<file path="src/rtl/regfile_pkg.sv">
// Shared defaults and address helpers for the register file and its busy scoreboard.
package regfile_pkg;

    localparam int XLEN_DEF  = 32;
    localparam int NREGS_DEF = 32;

    function automatic int clog2(input int n);
        int r;
        r = 0;
        while ((1 << r) < n) r++;
        return r;
    endfunction

    // Addresses that read as zero and swallow writes and issues.
    function automatic logic is_zero_addr(input int addr, input int zero_reg, input int nregs);
        return ((zero_reg != 0) && (addr == 0)) || (addr >= nregs);
    endfunction

endpackage

</file>
<file path="src/rtl/regfile_scoreboard_if.sv">
// Decode/writeback bundle of the register file: read ports, write port, issue and hazard outputs.
interface regfile_scoreboard_if #(
    parameter int XLEN  = regfile_pkg::XLEN_DEF,
    parameter int NREGS = regfile_pkg::NREGS_DEF
);
    localparam int AW = regfile_pkg::clog2(NREGS);

    logic            re;
    logic [AW-1:0]   rs1;
    logic [AW-1:0]   rs2;
    logic [XLEN-1:0] rs1_data;
    logic [XLEN-1:0] rs2_data;
    logic            we;
    logic [AW-1:0]   rd;
    logic [XLEN-1:0] rd_data;
    logic            issue_en;
    logic [AW-1:0]   issue_rd;
    logic            rs1_busy;
    logic            rs2_busy;
    logic [AW:0]     busy_cnt;

    modport master (
        output re, rs1, rs2, we, rd, rd_data, issue_en, issue_rd,
        input  rs1_data, rs2_data, rs1_busy, rs2_busy, busy_cnt
    );

    modport slave (
        input  re, rs1, rs2, we, rd, rd_data, issue_en, issue_rd,
        output rs1_data, rs2_data, rs1_busy, rs2_busy, busy_cnt
    );

endinterface

</file>
<file path="src/rtl/regfile_busy_sb.sv">
// Per-register busy scoreboard: issue sets, writeback clears, hazards and a registered popcount.
module regfile_busy_sb
    import regfile_pkg::*;
#(
    parameter int NREGS    = NREGS_DEF,
    parameter int ZERO_REG = 1,
    parameter int AW       = clog2(NREGS)
) (
    input  logic          clk,
    input  logic          rst,
    input  logic          we,
    input  logic [AW-1:0] rd,
    input  logic          issue_en,
    input  logic [AW-1:0] issue_rd,
    input  logic [AW-1:0] rs1,
    input  logic [AW-1:0] rs2,
    output logic          rs1_busy,
    output logic          rs2_busy,
    output logic [AW:0]   busy_cnt
);

    logic [NREGS-1:0] busy;
    logic [NREGS-1:0] busy_nxt;
    logic [AW:0]      cnt_nxt;

    // Clear first, then set, so a same-cycle issue to the written register stays pending.
    always_comb begin
        busy_nxt = busy;
        if (we && !is_zero_addr(int'(rd), ZERO_REG, NREGS))
            busy_nxt[rd] = 1'b0;
        if (issue_en && !is_zero_addr(int'(issue_rd), ZERO_REG, NREGS))
            busy_nxt[issue_rd] = 1'b1;
    end

    always_comb begin
        cnt_nxt = '0;
        for (int i = 0; i < NREGS; i++)
            cnt_nxt = cnt_nxt + {{AW{1'b0}}, busy_nxt[i]};
    end

    // A writeback this cycle resolves the hazard because its value is bypassed.
    always_comb begin
        rs1_busy = 1'b0;
        rs2_busy = 1'b0;
        if (!is_zero_addr(int'(rs1), ZERO_REG, NREGS))
            rs1_busy = busy[rs1] && !(we && (rd == rs1));
        if (!is_zero_addr(int'(rs2), ZERO_REG, NREGS))
            rs2_busy = busy[rs2] && !(we && (rd == rs2));
    end

    always_ff @(posedge clk or posedge rst) begin
        if (rst) begin
            busy     <= '0;
            busy_cnt <= '0;
        end else begin
            busy     <= busy_nxt;
            busy_cnt <= cnt_nxt;
        end
    end

endmodule

</file>
<file path="src/rtl/regfile_scoreboard.sv">
// Integer register file with two bypassed synchronous read ports, one write port and a busy scoreboard.
module regfile_scoreboard
    import regfile_pkg::*;
#(
    parameter int XLEN     = XLEN_DEF,
    parameter int NREGS    = NREGS_DEF,
    parameter int ZERO_REG = 1
) (
    input  logic           clk,
    input  logic           rst,
    regfile_scoreboard_if.slave bus
);

    localparam int AW = clog2(NREGS);

    logic [XLEN-1:0] regs [NREGS];
    logic [XLEN-1:0] rs1_nxt;
    logic [XLEN-1:0] rs2_nxt;
    logic [XLEN-1:0] rs1_data_p1;
    logic [XLEN-1:0] rs2_data_p1;
    logic            wr_ok;

    assign wr_ok = bus.we && !is_zero_addr(int'(bus.rd), ZERO_REG, NREGS);

    // Write-first read mux: zero address, then same-edge bypass, then the pre-edge array.
    always_comb begin
        rs1_nxt = '0;
        rs2_nxt = '0;
        if (!is_zero_addr(int'(bus.rs1), ZERO_REG, NREGS))
            rs1_nxt = (bus.we && (bus.rd == bus.rs1)) ? bus.rd_data : regs[bus.rs1];
        if (!is_zero_addr(int'(bus.rs2), ZERO_REG, NREGS))
            rs2_nxt = (bus.we && (bus.rd == bus.rs2)) ? bus.rd_data : regs[bus.rs2];
    end

    // Stage p1: registered read data and array update.
    always_ff @(posedge clk or posedge rst) begin
        if (rst) begin
            for (int i = 0; i < NREGS; i++)
                regs[i] <= '0;
            rs1_data_p1 <= '0;
            rs2_data_p1 <= '0;
        end else begin
            if (wr_ok)
                regs[bus.rd] <= bus.rd_data;
            if (bus.re) begin
                rs1_data_p1 <= rs1_nxt;
                rs2_data_p1 <= rs2_nxt;
            end
        end
    end

    assign bus.rs1_data = rs1_data_p1;
    assign bus.rs2_data = rs2_data_p1;

    logic          rs1_busy_w;
    logic          rs2_busy_w;
    logic [AW:0]   busy_cnt_w;

    regfile_busy_sb #(
        .NREGS   (NREGS),
        .ZERO_REG(ZERO_REG),
        .AW      (AW)
    ) u_busy_sb (
        .clk     (clk),
        .rst     (rst),
        .we      (bus.we),
        .rd      (bus.rd),
        .issue_en(bus.issue_en),
        .issue_rd(bus.issue_rd),
        .rs1     (bus.rs1),
        .rs2     (bus.rs2),
        .rs1_busy(rs1_busy_w),
        .rs2_busy(rs2_busy_w),
        .busy_cnt(busy_cnt_w)
    );

    assign bus.rs1_busy = rs1_busy_w;
    assign bus.rs2_busy = rs2_busy_w;
    assign bus.busy_cnt = busy_cnt_w;

endmodule

</file>
<file path="src/flat_wrapper.sv">
// flat-port wrapper written by rule: the top's interface ports become plain ports
module regfile_scoreboard_flat import regfile_pkg::*;
#(
    parameter int XLEN     = XLEN_DEF,
    parameter int NREGS    = NREGS_DEF,
    parameter int ZERO_REG = 1
)
  (clk, rst, bus_re, bus_rs1, bus_rs2, bus_we, bus_rd, bus_rd_data, bus_issue_en, bus_issue_rd, bus_rs1_data, bus_rs2_data, bus_rs1_busy, bus_rs2_busy, bus_busy_cnt);
  regfile_scoreboard_if #(.XLEN(XLEN), .NREGS(NREGS)) bus_i ();
  input  logic clk;
  input  logic rst;
  input wire logic [$bits(bus_i.re)-1:0] bus_re;
  input wire logic [$bits(bus_i.rs1)-1:0] bus_rs1;
  input wire logic [$bits(bus_i.rs2)-1:0] bus_rs2;
  input wire logic [$bits(bus_i.we)-1:0] bus_we;
  input wire logic [$bits(bus_i.rd)-1:0] bus_rd;
  input wire logic [$bits(bus_i.rd_data)-1:0] bus_rd_data;
  input wire logic [$bits(bus_i.issue_en)-1:0] bus_issue_en;
  input wire logic [$bits(bus_i.issue_rd)-1:0] bus_issue_rd;
  output wire logic [$bits(bus_i.rs1_data)-1:0] bus_rs1_data;
  output wire logic [$bits(bus_i.rs2_data)-1:0] bus_rs2_data;
  output wire logic [$bits(bus_i.rs1_busy)-1:0] bus_rs1_busy;
  output wire logic [$bits(bus_i.rs2_busy)-1:0] bus_rs2_busy;
  output wire logic [$bits(bus_i.busy_cnt)-1:0] bus_busy_cnt;
  assign bus_i.re = bus_re;
  assign bus_i.rs1 = bus_rs1;
  assign bus_i.rs2 = bus_rs2;
  assign bus_i.we = bus_we;
  assign bus_i.rd = bus_rd;
  assign bus_i.rd_data = bus_rd_data;
  assign bus_i.issue_en = bus_issue_en;
  assign bus_i.issue_rd = bus_issue_rd;
  assign bus_rs1_data = bus_i.rs1_data;
  assign bus_rs2_data = bus_i.rs2_data;
  assign bus_rs1_busy = bus_i.rs1_busy;
  assign bus_rs2_busy = bus_i.rs2_busy;
  assign bus_busy_cnt = bus_i.busy_cnt;
  regfile_scoreboard #(.XLEN(XLEN), .NREGS(NREGS), .ZERO_REG(ZERO_REG)) u_core (.clk(clk), .rst(rst), .bus(bus_i));
endmodule
</file>
<file path="config.mk">
export PLATFORM = sky130hd
export DESIGN_NAME = regfile_scoreboard_flat
export DESIGN_NICKNAME = d
export VERILOG_FILES = /design/src/rtl/regfile_pkg.sv /design/src/rtl/regfile_scoreboard_if.sv /design/src/rtl/regfile_busy_sb.sv /design/src/rtl/regfile_scoreboard.sv /design/src/flat_wrapper.sv
export SDC_FILE = /design/constraint.sdc
export NUM_CORES = 2
export LEC_CHECK = 0
export CAP_MARGIN = 0
export CORE_MARGIN = 5
export CORE_UTILIZATION = 25
export CTS_CLUSTER_SIZE = 40
export DETAILED_ROUTE_END_ITERATION = 12
export GPL_ROUTABILITY_DRIVEN = 0
export GPL_TIMING_DRIVEN = 0
export REMOVE_ABC_BUFFERS = 1
export SLEW_MARGIN = 20
export SYNTH_ARGS = -nofsm -noshare
export SYNTH_HDL_FRONTEND = slang
export SYNTH_SLANG_ARGS = --single-unit
</file>
<file path="constraint.sdc">
create_clock -name clk -period 101.6 [get_ports clk]
set_clock_uncertainty 0.05 [all_clocks]
set_input_delay 15.24 -clock clk [delete_from_list [all_inputs] [get_ports clk]]
set_output_delay 15.24 -clock clk [all_outputs]
set_load 0.05 [all_outputs]
</file>
Yosys cells after proc, flatten, opt, wreduce, memory -nomap -nowiden
Cells that the tools add are included.
{ "totals": {"regBits": 1126, "inputBits": 57} }
{ "op_classes": {"n_bitwise": 6, "n_eq_ne": 2, "reduce_logical": 17, "n_mux": 25, "add_sub_neg": 31, "order_cmp": 10} }
{ "op_table": {"columns": ["cell", "count"], "rows": [
  ["1024-bit bitwise mux", 1],
  ["32-bit 2-to-1 mux", 11],
  ["32-bit binary-select mux with 5-bit select", 2],
  ["32-bit demux with 5-bit select", 1],
  ["6-bit by 1-bit adder with 6-bit output", 26],
  ["32-bit bitwise AND", 1],
  ["32-bit inverter", 1],
  ["32-bit bitwise OR", 1],
  ["5-bit by 6-bit < comparator with 1-bit output (second input constant)", 4],
  ["5-bit zero test", 4],
  ["6-bit >= comparator (second input constant)", 3],
  ["5-bit inverter with 6-bit output", 3],
  ["1-bit binary-select mux with 5-bit select", 2],
  ["1-bit demux with 5-bit select", 2],
  ["5-bit equality test", 2],
  ["5-bit by 1-bit >= comparator with 1-bit output (second input constant)", 2],
  ["1-bit logical AND", 9],
  ["5-bit by 1-bit adder with 6-bit output", 1],
  ["6-bit by 1-bit < comparator with 1-bit output (second input constant)", 1],
  ["1-bit 2-to-1 mux", 6],
  ["4-bit by 1-bit adder with 5-bit output", 1],
  ["3-bit by 1-bit adder with 4-bit output", 1],
  ["1-bit zero test", 4],
  ["2-bit by 1-bit adder with 3-bit output", 1],
  ["1-bit by 1-bit adder with 2-bit output", 1]
]} }

Depth between registers and ports, before layout
{ "logic_depth": {"word_depth": 40, "ltp_mapped": 23, "depth_no_buf": 21} }

Hierarchy
A second synthesis with hierarchy kept.
{ "unflattened": {"cells_unflattened": 4123, "hier_area_um2": 59838.6} }
{ "by_module_without_submodules": {"columns": ["mod", "instances", "cells_each", "seq_area_each_um2", "area_each_um2"], "rows": [
  ["regfile_scoreboard", 1, 3831, 27226.1, 56759.4],
  ["regfile_busy_sb", 1, 292, 950.9, 3079.2]
]} }

Worst setup path before layout
No wires, ideal clock.
{ "synth_timing": {"path_kind": "in2out", "from": "in bus_rs2[0]", "to": "out bus_rs2_busy", "n_path_buf": 5, "arrival_ps": 17331, "stages": 10, "path_slack_ps": 68979, "path_cell_list": "buf_2 buf_4 buf_2 buf_2 buf_2 mux4_2 mux2i_1 a21oi_1 o21ai_0 nor2_1"} }
{ "synth_via": {"elab_chain_cells": 5, "word_cells_on_any_way": 8, "classes_between": "eq/ne (1); mux (3); reduce/logical (4)"} }
{ "synth_rtl": {"columns": ["element", "line_no", "text"], "rows": [
  ["from (decl)", "flat_wrapper.sv:14", "input wire logic [$bits(bus_i.rs2)-1:0] bus_rs2;"],
  ["branches (longest 4 deep; another with 1-bit binary-select mux with 5-bit select)", null, null],
  ["1-bit 2-to-1 mux (*)", "regfile_busy_sb.sv:47", "if (!is_zero_addr(int'(rs2), ZERO_REG, NREGS))"],
  ["to (decl)", "flat_wrapper.sv:23", "output wire logic [$bits(bus_i.rs2_busy)-1:0] bus_rs2_busy;"]
]} }
Every way passes the cells marked *. The select of a mux whose other input is x is not followed.

Final worst setup path
{ "layout_timing": {"from": "in bus_rs1[0]", "to": "out bus_rs1_busy"} }
{ "layout_via": {"elab_chain_cells": 5, "word_cells_on_any_way": 8, "classes_between": "eq/ne (1); mux (3); reduce/logical (4)"} }
{ "layout_rtl": {"columns": ["element", "line_no", "text"], "rows": [
  ["from (decl)", "flat_wrapper.sv:13", "input wire logic [$bits(bus_i.rs1)-1:0] bus_rs1;"],
  ["branches (longest 4 deep; another with 1-bit binary-select mux with 5-bit select)", null, null],
  ["1-bit 2-to-1 mux (*)", "regfile_busy_sb.sv:45", "if (!is_zero_addr(int'(rs1), ZERO_REG, NREGS))"],
  ["to (decl)", "flat_wrapper.sv:22", "output wire logic [$bits(bus_i.rs1_busy)-1:0] bus_rs1_busy;"]
]} }
Marks and branches as above.

==> metrics.txt <==
worst path required time about 86 ns; first-pass GRT wire length around 310 mm; row count 180; clock share of power 32.4%; number of setup buffers added after CTS 0; initial drt markers a little under 4000; port buffer count about 130; worst-path maximum fanout 51; TritonCTS buffer count 132; hold path depth 0; Clock Tree Root clkbuf_16; layout cells sized above 1 44.1%; Reg2Reg Depth 15; crit-path max cell delay 0.89 ns; Starting Density 25.1%; CP Class input port to primary output; DRT Pass-1 Iters 5; Pint 1050 uW; routed wl met2 94.6 mm; post-cts hold buffer count 0; core area 0.241 sq mm; Synth top area share between 40% and 50%; RSZ-0062 raised after global routing no; maximum clock frequency between 20 and 30 MHz; Tightest Hold Check Type flip-flop to flip-flop; Sequential Power Share 39.9%; Yosys cell types 63; Seq/Total Area, Yosys a little under half; Final #Nets between 4000 and 5000; Post-Syn Area approximately 0.061 sq mm; vias in the first global route 42176; Max clock buf depth 3; clk sink count 1126; Detailed Route WL around 210 mm; Synth async-reset ratio 100%; Worst path depth 8; area of the die roughly 0.25 sq mm; fin crit period 34.32 ns; Worst EP arrival 19.03 ns; Setup crit end kind primary output; largest net degree at the start of global routing 107; routed len/inst 27.4 microns; clk_lat worst skew slightly below 0.8 ns; top layer used by detailed routing met5; setup tns final 0 ns; CP Launch Type input port; antenna violations before repair 29; Detail Route Antenna Nets 0; Cells after DPL ~7400; WP buf/inv 3; Fin. Hold Viols 0; routed metal-1 wirelength 90.2 mm; htree depth 4; vias 40759; CP delay by family, top buffers and inverters; Slew Viols, Final 0; Ys Warns 0; die extent in y 502 microns; Avg Inst Size Synth 13.7 sq um; Net Switching between 400 and 500 uW; drt drc 0; crit-path cells buf_8 -> buf_16 -> xnor2_1 -> nand2_1 -> or2_2 -> o211ai_1 -> nor2_1 -> clkdlybuf4s50_1; fin cells 7665; # IOs 129; period utilization 33.8%; FF+latch count, synth 1126; final setup vio count 0; CP max-delay cell or2_2; Least-Margin Pin Slew approximately 1.2 ns; Comb power frac 27.7%; register area 0.0282 sq mm; Filler cells 23802; clk slew on worst S/H paths 0.06 ns; Congestion Overflow GR 0; area grow syn2layout 17.6%; width of the die 502 microns; leak pwr 0.0307 uW; Post-synth top flop dfrtp_1; vias per cell 5.32; top cells by area, synth dfrtp_1, mux2_2, mux4_2; max-cap viol count 0; leading area contributor after synthesis dfrtp_1; Sw Share 30.6%; post_cts resized 0; Slew HR about 22%; R2R Setup Slk just under 100 ns; Max VDD drop 0.0511 mV; area occupied by multi-input gates 0.0304 sq mm; PD cells 21.2 mW/mm^2; overall global routing resource usage 16.4%; Synth Instances approximately 4400; met3 WL 18.2 mm; DP HPWL 135 mm; CTS tree done; status complete, no violations; number of synthesized flops with an enable pin 0
path summary, 6_finish.rpt:
check,endpoint,startpoint
min in group asynchronous,u_core.bus.rs1_data[15],rst
max in group asynchronous,u_core.regs[885],rst
hold reg to reg,u_core.regs[1006],u_core.regs[1006]
setup / recovery,bus_rs1_busy,bus_rs1[0]
setup reg to reg,u_core.u_busy_sb.busy_cnt[4],u_core.u_busy_sb.busy[21]
hold / removal,u_core.regs[1006],u_core.regs[1006]
per-stage QoR:
stage	setup WS [ns]	util, %	area (sq um)	hold slack [ns]	total power, uW
floorplan	54.60	-	58500	0.316	890
global route	67.10	29.6	71200	0.357	1590
global placement	41.79	26.5	63700	0.329	1040
detailed placement	67.36	27.8	66800	0.334	1020
finish	67.28	29.6	71200	0.345	1510
CTS	67.34	29.6	71300	0.347	1520
metal layers:
layer | up-vias | GRT usage, %
met1 | 22040 | 22.4
li1 | 16633 | -
met2 | 1664 | 25.0
met4 | 12 | 5.65
met5 | - | 0
met3 | 410 | 4.35
cell usage in the layout (no fill, tap or decap), drive strengths merged, types with 56 or more instances in the layout:
cell type / n
clkbuf: 196
a21oi: 56
buf: 191
inv: 69
o22ai: 80
a22oi: 72
mux2: 1150
mux2i: 231
clkdlybuf4s50: 90
nor2: 92
nand2: 177
dfrtp: 1126
o21ai: 81
mux4: 374
synth_stat cells (56+ instances only):
cell type  number
a21oi_1        56
a22oi_1        72
buf_1          75
buf_2          90
clkbuf_1      259
dfrtp_1      1126
inv_1          64
mux2_2       1150
mux2i_1       231
mux4_2        364
nand2_1       177
nor2_1         92
o22ai_1        80
registers in the layout, summed over array words and instances, names as in the netlist:
signal and flops:
u_core.bus.rs1_data 32, u_core.bus.rs2_data 32, u_core.regs 1024, u_core.u_busy_sb.busy 32, u_core.u_busy_sb.busy_cnt 6
power by group through the flow:
| stage | Clock [uW] | Sequential [uW] | Combinational (uW) |
|---|---|---|---|
| floorplan | 0 | 604 | 286 |
| global placement | 0 | 602 | 436 |
| detailed placement | 0 | 606 | 417 |
| CTS | 497 | 598 | 424 |
| global route | 515 | 610 | 461 |
| finish | 489 | 601 | 417 |
kinds of logic (layout without fill, tap and decap cells):
family          Yosys count  after routing  synth area share, %
compound gates          476            476                 5.39
xor+xnor                 13             13                0.188
fa+ha+maj                31             31                0.939
buf+inv                 525            582                 3.77
flops                  1126           1126                 46.6
mux                    1755           1755                 39.2
other cells               0              7                    0
simple gates            490            490                 3.94
worst reg2reg max path, cell delays in order, from the launching register on:
cell and delay, ns:
dfrtp_1 0.37, inv_1 0.05, o21ai_0 0.34, fa_1 0.49, inv_1 0.08, fa_1 0.42, fa_1 0.52, fa_1 0.61
fa_1 0.44, fa_1 0.50, inv_1 0.05, ha_1 0.21, fa_1 0.46, a21o_1 0.17, a21oi_1 0.18, xnor2_1 0.14
area by class of cell:
| cell class | count | share of cell area, % |
|---|---|---|
| Clock inverter | 41 | 0.698 |
| Sequential cell | 1126 | 39.6 |
| Clock buffer | 196 | 5.55 |
| Tap cell | 3185 | 5.60 |
| Multi-Input combinational cell | 2765 | 42.7 |
| Inverter | 64 | 0.355 |
| Timing Repair Buffer | 281 | 5.50 |
| Antenna cell | 7 | 0.0246 |
(Power assumes the default switching activity.)
